===== config.mk =====
export PLATFORM = sky130hd
export DESIGN_NAME = fwd_scoreboard
export DESIGN_NICKNAME = d
export VERILOG_FILES = /design/src/rtl/fwd_scoreboard.sv
export SDC_FILE = /design/constraint.sdc
export NUM_CORES = 1
export LEC_CHECK = 0
export BUFFER_PORTS_ARGS = -buffer_cell sky130_fd_sc_hd__buf_2
export CAP_MARGIN = 5
export CORE_AREA = 2 2 100 102
export CTS_CLUSTER_SIZE = 25
export DETAILED_ROUTE_END_ITERATION = 10
export DIE_AREA = 0 0 102 104
export PLACE_DENSITY_LB_ADDON = 0.2
export RECOVER_POWER = 25
export SLEW_MARGIN = 20
export SYNTH_ARGS = -nofsm -noshare
export SYNTH_HDL_FRONTEND = slang
export SYNTH_SLANG_ARGS = --single-unit

===== constraint.sdc =====
create_clock -name clk -period 3.4 [get_ports clk]
set_input_delay 0 -clock clk [delete_from_list [all_inputs] [get_ports clk]]
set_output_delay 0 -clock clk [all_outputs]
set_load 0.005 [all_outputs]

===== src/rtl/fwd_scoreboard.sv =====
// D-stage operand forwarding/stall unit: tracks in-flight producers (dest, Tnew)
// per pipeline slot and resolves each read port to a forwarded value or a stall.
module fwd_scoreboard #(
  parameter int DW      = 32,
  parameter int AW      = 5,
  parameter int NSTG    = 3,
  parameter int NRP     = 2,
  parameter int TW      = 3,
  parameter int MDU_LAT = 5
) (
  input  logic                clk,
  input  logic                reset,
  input  logic                issue_valid,
  input  logic [AW-1:0]       issue_wa,
  input  logic [TW-1:0]       issue_tnew,
  input  logic                issue_md_start,
  input  logic                issue_md_use,
  input  logic                flush,
  input  logic [NRP*AW-1:0]   rs_addr,
  input  logic [NRP*TW-1:0]   rs_tuse,
  input  logic [NRP*DW-1:0]   rf_rdata,
  input  logic [NSTG*DW-1:0]  stage_data,
  output logic [NRP*DW-1:0]   fwd_data,
  output logic [NRP-1:0]      fwd_ready,
  output logic                stall,
  output logic                md_busy
);

  localparam int MW = $clog2(MDU_LAT + 1);

  logic [NSTG-1:0] vld_p;
  logic [AW-1:0]   wa_p [NSTG];
  logic [TW-1:0]   tn_p [NSTG];
  logic [MW-1:0]   md_cnt;

  logic [NRP-1:0]  hit;
  logic [NRP-1:0]  port_stall;
  logic [TW-1:0]   hit_tn   [NRP];
  logic [DW-1:0]   hit_data [NRP];
  logic            accept;

  function automatic logic [TW-1:0] sat0_dec(input logic [TW-1:0] x);
    return (x == '0) ? '0 : x - 1'b1;
  endfunction

  // Lookup: scan oldest to youngest so the youngest matching slot wins
  always_comb begin
    hit        = '0;
    port_stall = '0;
    fwd_ready  = '1;
    fwd_data   = '0;
    for (int p = 0; p < NRP; p++) begin
      hit_tn[p]   = '0;
      hit_data[p] = '0;
      for (int i = NSTG - 1; i >= 0; i--) begin
        if (vld_p[i] && (wa_p[i] == rs_addr[p*AW +: AW]) && (rs_addr[p*AW +: AW] != '0)) begin
          hit[p]      = 1'b1;
          hit_tn[p]   = tn_p[i];
          hit_data[p] = stage_data[i*DW +: DW];
        end
      end
      if (rs_addr[p*AW +: AW] == '0) begin
        fwd_data[p*DW +: DW] = '0;
      end else if (hit[p]) begin
        fwd_data[p*DW +: DW] = hit_data[p];
        fwd_ready[p]         = (hit_tn[p] == '0);
        port_stall[p]        = (hit_tn[p] > rs_tuse[p*TW +: TW]);
      end else begin
        fwd_data[p*DW +: DW] = rf_rdata[p*DW +: DW];
      end
    end
  end

  assign md_busy = (md_cnt != '0);
  assign stall   = (|port_stall) | (issue_valid & issue_md_use & md_busy);
  assign accept  = issue_valid & ~stall & ~flush;

  // Slot shift: later stages never freeze; a stalled or flushed D inserts a bubble
  always_ff @(posedge clk or posedge reset) begin
    if (reset) begin
      vld_p <= '0;
      for (int i = 0; i < NSTG; i++) begin
        wa_p[i] <= '0;
        tn_p[i] <= '0;
      end
    end else begin
      vld_p[0] <= accept;
      wa_p[0]  <= accept ? issue_wa   : '0;
      tn_p[0]  <= accept ? issue_tnew : '0;
      for (int i = 1; i < NSTG; i++) begin
        vld_p[i] <= vld_p[i-1];
        wa_p[i]  <= wa_p[i-1];
        tn_p[i]  <= sat0_dec(tn_p[i-1]);
      end
    end
  end

  // MDU busy countdown; a new accepted start reloads it
  always_ff @(posedge clk or posedge reset) begin
    if (reset) begin
      md_cnt <= '0;
    end else if (accept && issue_md_start) begin
      md_cnt <= MW'(MDU_LAT);
    end else if (md_cnt != '0) begin
      md_cnt <= md_cnt - 1'b1;
    end
  end

endmodule


## Word level (Yosys, flattened, before mapping)

Index checks and enable logic that the tools add are counted.

- Register bits: 30
- Input port bits: 190
- Output and inout port bits: 68
- Logic and storage cells: 86

- $add $sub $neg: 3
- Order comparisons: 2
- Eq/ne operators: 6
- Muxes and demuxes: 36
- Bitwise gates (word level): 7
- Reductions and logical operators: 24

Operators by type and width:

| operator | count |
|---|---|
| 2-to-1 mux 32 bit | 10 |
| 2-to-1 mux 3 bit | 11 |
| equality test 5 bit | 6 |
| 2-to-1 mux 1 bit | 14 |
| logical AND 1 bit | 13 |
| logical NOT 3 bit | 4 |
| logical NOT 5 bit | 2 |
| nonzero test 5 bit | 2 |
| subtractor 3 x 1 -> 3 bit, second input constant | 3 |
| greater-than comparator 3 bit | 2 |
| 2-to-1 mux 5 bit | 1 |
| AND 1 bit | 4 |
| nonzero test 3 bit | 1 |
| inverter 1 bit | 2 |
| nonzero test 2 bit | 1 |
| OR reduction 2 bit | 1 |
| bitwise OR 1 bit | 1 |

## Logic depth before layout (Yosys ltp)

- Depth in word-level cells: 16
- Mapped depth: 15
- Depth with buffers taken out: 13

## Least setup slack after synthesis

Ideal clock, no wire load.

- Path kind: reg-to-reg
- From: reg wa_p[5] in the netlist's numbering
- To: reg md_cnt[1]
- Library setup time: 0.135 ns
- Arrival time: 2.918 ns
- Data required time: 3.265 ns
- Path slack: 0.347 ns
- Cell stages (with the launch flop): 15
- Path buffers: 1
- Clock period less this slack: 3.053 ns
- Cells stage by stage: dfrtp_1 > xor2_1 > nor4_1 > nand4_1 > clkbuf_1 > o21a_1 > a21oi_1 > ha_1 > nor2b_1 > o21a_1 > o21ai_0 > a31oi_1 > a2111o_1 > inv_2 > a221oi_1

- Word-level cells in the longest chain between the ends: 15
- Elaborated cells on any way between the ends: 28
- Classes of those cells: 2 x order compare; 2 x eq/ne; 13 x mux; 4 x bitwise; 7 x reduce/logical

Ends and longest elaborated chain:

| element | RTL line | RTL |
|---|---|---|
| start, declared | 32 | `logic [AW-1:0] wa_p [NSTG];` |
| start signal, assigned by index | 92 | `wa_p[i] <= wa_p[i-1];` |
| equality test 5 bit | 56 | `if (vld_p[i] && (wa_p[i] == rs_addr[p*AW +: AW]) && (rs_addr[p*AW +: AW] != '0)) begin` |
| logical AND 1 bit (2 in a row) | 56 |  |
| 2-to-1 mux 3 bit (2 in a row) | 56 |  |
| greater-than comparator 3 bit | 67 | `port_stall[p] = (hit_tn[p] > rs_tuse[p*TW +: TW]);` |
| 2-to-1 mux 1 bit | 64 | `end else if (hit[p]) begin` |
| 2-to-1 mux 1 bit | 62 | `if (rs_addr[p*AW +: AW] == '0) begin` |
| OR reduction 2 bit * | 75 | `assign stall = (\|port_stall) \| (issue_valid & issue_md_use & md_busy);` |
| bitwise OR 1 bit * | 75 |  |
| inverter 1 bit * | 76 | `assign accept = issue_valid & ~stall & ~flush;` |
| AND 1 bit * (2 in a row) | 76 |  |
| named net accept | 40 | `logic accept;` |
| logical AND 1 bit * | 102 | `end else if (accept && issue_md_start) begin` |
| 2-to-1 mux 3 bit or nonzero test 2 bit (tied branches) | - |  |
| end signal, assigned | 103 | `md_cnt <= MW'(MDU_LAT);` |
| end signal, assigned | 105 | `md_cnt <= md_cnt - 1'b1;` |
| end, declared | 34 | `logic [MW-1:0] md_cnt;` |

The timed path passes the listed nets; every way through them passes the cells marked *.
A chain may end at the register's enable or synchronous reset.

## Worst setup path in the final report

- From: reg wa_p[5] in the netlist's numbering
- To: reg tn_p[8] in the netlist's numbering

- Word-level cells in the longest chain between the ends: 14
- Elaborated cells on any way between the ends: 26
- Classes of those cells: 2 x order compare; 2 x eq/ne; 13 x mux; 4 x bitwise; 5 x reduce/logical

Ends and longest elaborated chain:

| element | RTL line | RTL |
|---|---|---|
| equality test 5 bit | 56 |  |
| logical AND 1 bit (2 in a row) | 56 |  |
| 2-to-1 mux 3 bit (2 in a row) | 56 |  |
| greater-than comparator 3 bit | 67 |  |
| 2-to-1 mux 1 bit | 64 |  |
| 2-to-1 mux 1 bit | 62 |  |
| OR reduction 2 bit * | 75 |  |
| bitwise OR 1 bit * | 75 |  |
| inverter 1 bit * | 76 |  |
| AND 1 bit * (2 in a row) | 76 |  |
| named net accept | 40 |  |
| 2-to-1 mux 3 bit * | 89 | `tn_p[0] <= accept ? issue_tnew : '0;` |
| end signal, assigned by index | 93 | `tn_p[i] <= sat0_dec(tn_p[i-1]);` |
| end, declared | 33 | `logic [TW-1:0] tn_p [NSTG];` |

Marked as above.

==> metrics.yaml <==
clk_pin_slew_ps: 70
crit_chain: "xor2_1 -> nor4_2 -> nand4_1 -> o21a_1 -> a21oi_2 -> ha_1 -> nor2b_1 -> o21a_1 -> o21ai_0 -> a31oi_1 -> a2111o_1 -> inv_4 -> and2_1"
synth-main-ff-cell: "dfrtp_1"
final_cell_mix: "buf_2, a21oi_1, o22ai_1, o221ai_1, nand2_1"
portBuffers: 257
end_kind: "flip-flop"
cp-start-kind: "flip-flop"
swShare_pct: 32.18
synth-edff-count: 0
vias_per_cell: 5.779
die_area_um2: 10610
place_hpwl_mm: 12.27
wl_per_cell_um: 19.25
max_cap_violations: 0
track_usage_pct: 28.43
die_h_um: 104
ant_nets: 0
setup-violations-final: 0
worst_hold_slack_ps: 172.9
cp_max_fo: 10
net-switching-power_mw: 0.4099
cpPeakStageDelay_ps: 460
synth_fp_nets: 647
num-nets-final: 894
grt_overflow: 0
skew_ps: 4.473
syn_inst: 445
drtIter0Drc: 360
power_frac_clock_pct: 28.5
die_w_um: 102
crit_buf_inv: 1
relSlewSlack_pct: 24.84
sequentialPowerShare_pct: 33.2
ys_ff_latch: 30
area_growth_pct: 49.59
max_freq_mhz: 310.4
hold_path.class: "in -> reg"
critPathTopFamily: "compound AO/OA/AOI/OAI gates"
synth_area_per_cell_um2: 7.614
gp_congestion: 0.9474
clock_sinks: 30
grt_antenna_before_repair: 2
place_ws_ps: 172.3
htreeDepth: 2
grt_max_degree: 49
start_util_pct: 35.48
final_common_cell: "buf_2"
io-pin-count: 258
grt_pass1_vias: 4585
drv_slew: 0
cts.path.max_buffers: 2
cts_buffers: 5
yosysUniqueCellTypes: 44
hold_viol_final: 0
status: "completed"
grt_pass1_wl_mm: 24.09
wl_mm: 15.94
drc: 0
tritoncts: "built"
ys_async_sr_fraction_pct: 100.0
core_um2: 9549
yosys_warnings: 0
powerDensity_nw_per_um2: 251.3
cpMostUsedCell: "o21a_1"
vias: 4785
finalCritPeriodShare_pct: 94.75
period_minus_slack_ps: 3222
rows: 36
peakVddDrop_mv: 0.3074
root_buffer: "clkbuf_8"
cp_data_arrival_time_ps: 3440
syn_area_um2: 3388
ys_seq_area_share_pct: 22.16
power_leakage_nw: 2.465
worst_pin_slew_ps: 1126
worstPathRequired_ps: 3620
drtPass1Iterations: 5
critPathKind: "reg -> reg"
worst_skew_pair.late_latency_ps: 290
cpMaxStageDelayCell: "a2111o_1"
setup_ws_ps: 178.4
drive_gt1_share_pct: 42.71
p_comb_share_pct: 38.3
intPower_mw: 0.8638
synthesized netlist by cell type, types with 2 or more instances:
| master | instances | area share [%] |
|---|---|---|
| nor3_1 | 4 | 0.59 |
| o221a_2 | 3 | 1.0 |
| nand2b_1 | 2 | 0.37 |
| o31ai_1 | 11 | 2.4 |
| dfrtp_1 | 30 | 22 |
| ha_1 | 12 | 4.4 |
| nor4_1 | 2 | 0.37 |
| xnor2_1 | 23 | 5.9 |
| nor2_1 | 22 | 2.4 |
| o21ai_0 | 5 | 0.74 |
| xor2_1 | 8 | 2.1 |
| o22a_1 | 3 | 0.78 |
| o2bb2ai_1 | 2 | 0.52 |
| clkbuf_1 | 35 | 3.9 |
| nand3_1 | 8 | 1.2 |
| o211a_1 | 11 | 3.2 |
| and2_1 | 9 | 1.7 |
| buf_2 | 4 | 0.59 |
| nand4_1 | 5 | 0.92 |
| or3_1 | 3 | 0.55 |
| a21oi_1 | 53 | 7.8 |
| inv_1 | 15 | 1.7 |
| o22ai_1 | 50 | 9.2 |
| nor3b_1 | 2 | 0.44 |
| o221ai_1 | 50 | 13 |
| buf_1 | 5 | 0.55 |
| o21a_1 | 10 | 2.2 |
| a22oi_1 | 2 | 0.44 |
| nand2_1 | 41 | 4.5 |
worst min-delay path: cells and delay by family:
| kind | cells | cell delay (ps) |
|---|---|---|
| compound gates | 1 | 170 |
| buf+inv | 2 | 140 |
| simple gates | 1 | 100 |
logic make-up (layout without fill, tap and decap cells):
kind of cell | count (synthesis) | in the layout | share of synthesized area [%]
flops | 30 | 30 | 22.16
mux | 1 | 1 | 0.2954
other cells | 0 | 2 | 0
buf+inv | 60 | 308 | 6.795
compound gates | 208 | 208 | 43.72
simple gates | 103 | 103 | 14.59
fa+ha+maj | 12 | 12 | 4.431
xor+xnor | 31 | 31 | 8.013
layer usage:
metal / wire, µm / vias up / global-route usage (%)
li1: - / 2235 / -
met1: 6392 / 2267 / 35.68
met2: 7863 / 251 / 48.64
met3: 1316 / 32 / 5.309
met4: 370 / 0 / 8.952
met5: 0 / - / 0
flip-flops by register name, indices dropped and copies added, names as in the netlist:
name	count
wa_p	15
md_cnt	3
tn_p	9
vld_p	3
layout make-up:
type	count	area, µm²
fill	985	4481
inverter	16	62.56
antenna	2	5.005
sequential	30	750.7
multi-input combinational	355	2436
timing repair buffer	284	1534
tap	133	166.4
clock buffer	5	68.82
clock inverter	3	45.04
path summary, 6_finish.rpt:
path	start	to	slack [ps]	depth (start not counted)
setup / recovery	wa_p[5]	tn_p[8]	180	13
hold / removal	flush	vld_p[0]	170	4
setup reg to reg	wa_p[5]	tn_p[8]	180	13
hold reg to reg	vld_p[0]	vld_p[1]	430	0
max in group asynchronous	reset	tn_p[8]	2170	3
min in group asynchronous	reset	wa_p[12]	550	3
repair_timing:
action | 4_1_cts | 5_1_grt
resized for setup | 0 | 7
hold buffers | 9 | 1
hold endpoints to repair | 9 | 30
buffers inserted | 0 | 1
endpoints found under the setup margin | 0 | 9
power groups by stage:
stage	combinational, mW	clock (mW)	sequential, mW
final	0.488	0.363	0.423
after global routing	0.543	0.384	0.428
after CTS	0.482	0.368	0.423
after detailed placement	0.473	0	0.429
after global placement	0.464	0	0.429
after floorplan	0.232	0	0.421
metrics by stage:
stage	util, %	std cells	TNS (ps)	power, mW	cell area (µm²)
2_1_floorplan	-	445	0	0.6535	3388
3_3_place_gp	50.43	807	0	0.8923	4816
3_5_place_dp	50.43	807	0	0.9016	4816
4_1_cts	52.57	824	0	1.273	5020
5_1_grt	53.05	827	-70.23	1.355	5066
6_report	53.08	828	0	1.274	5069
(Power assumes the default switching activity.)
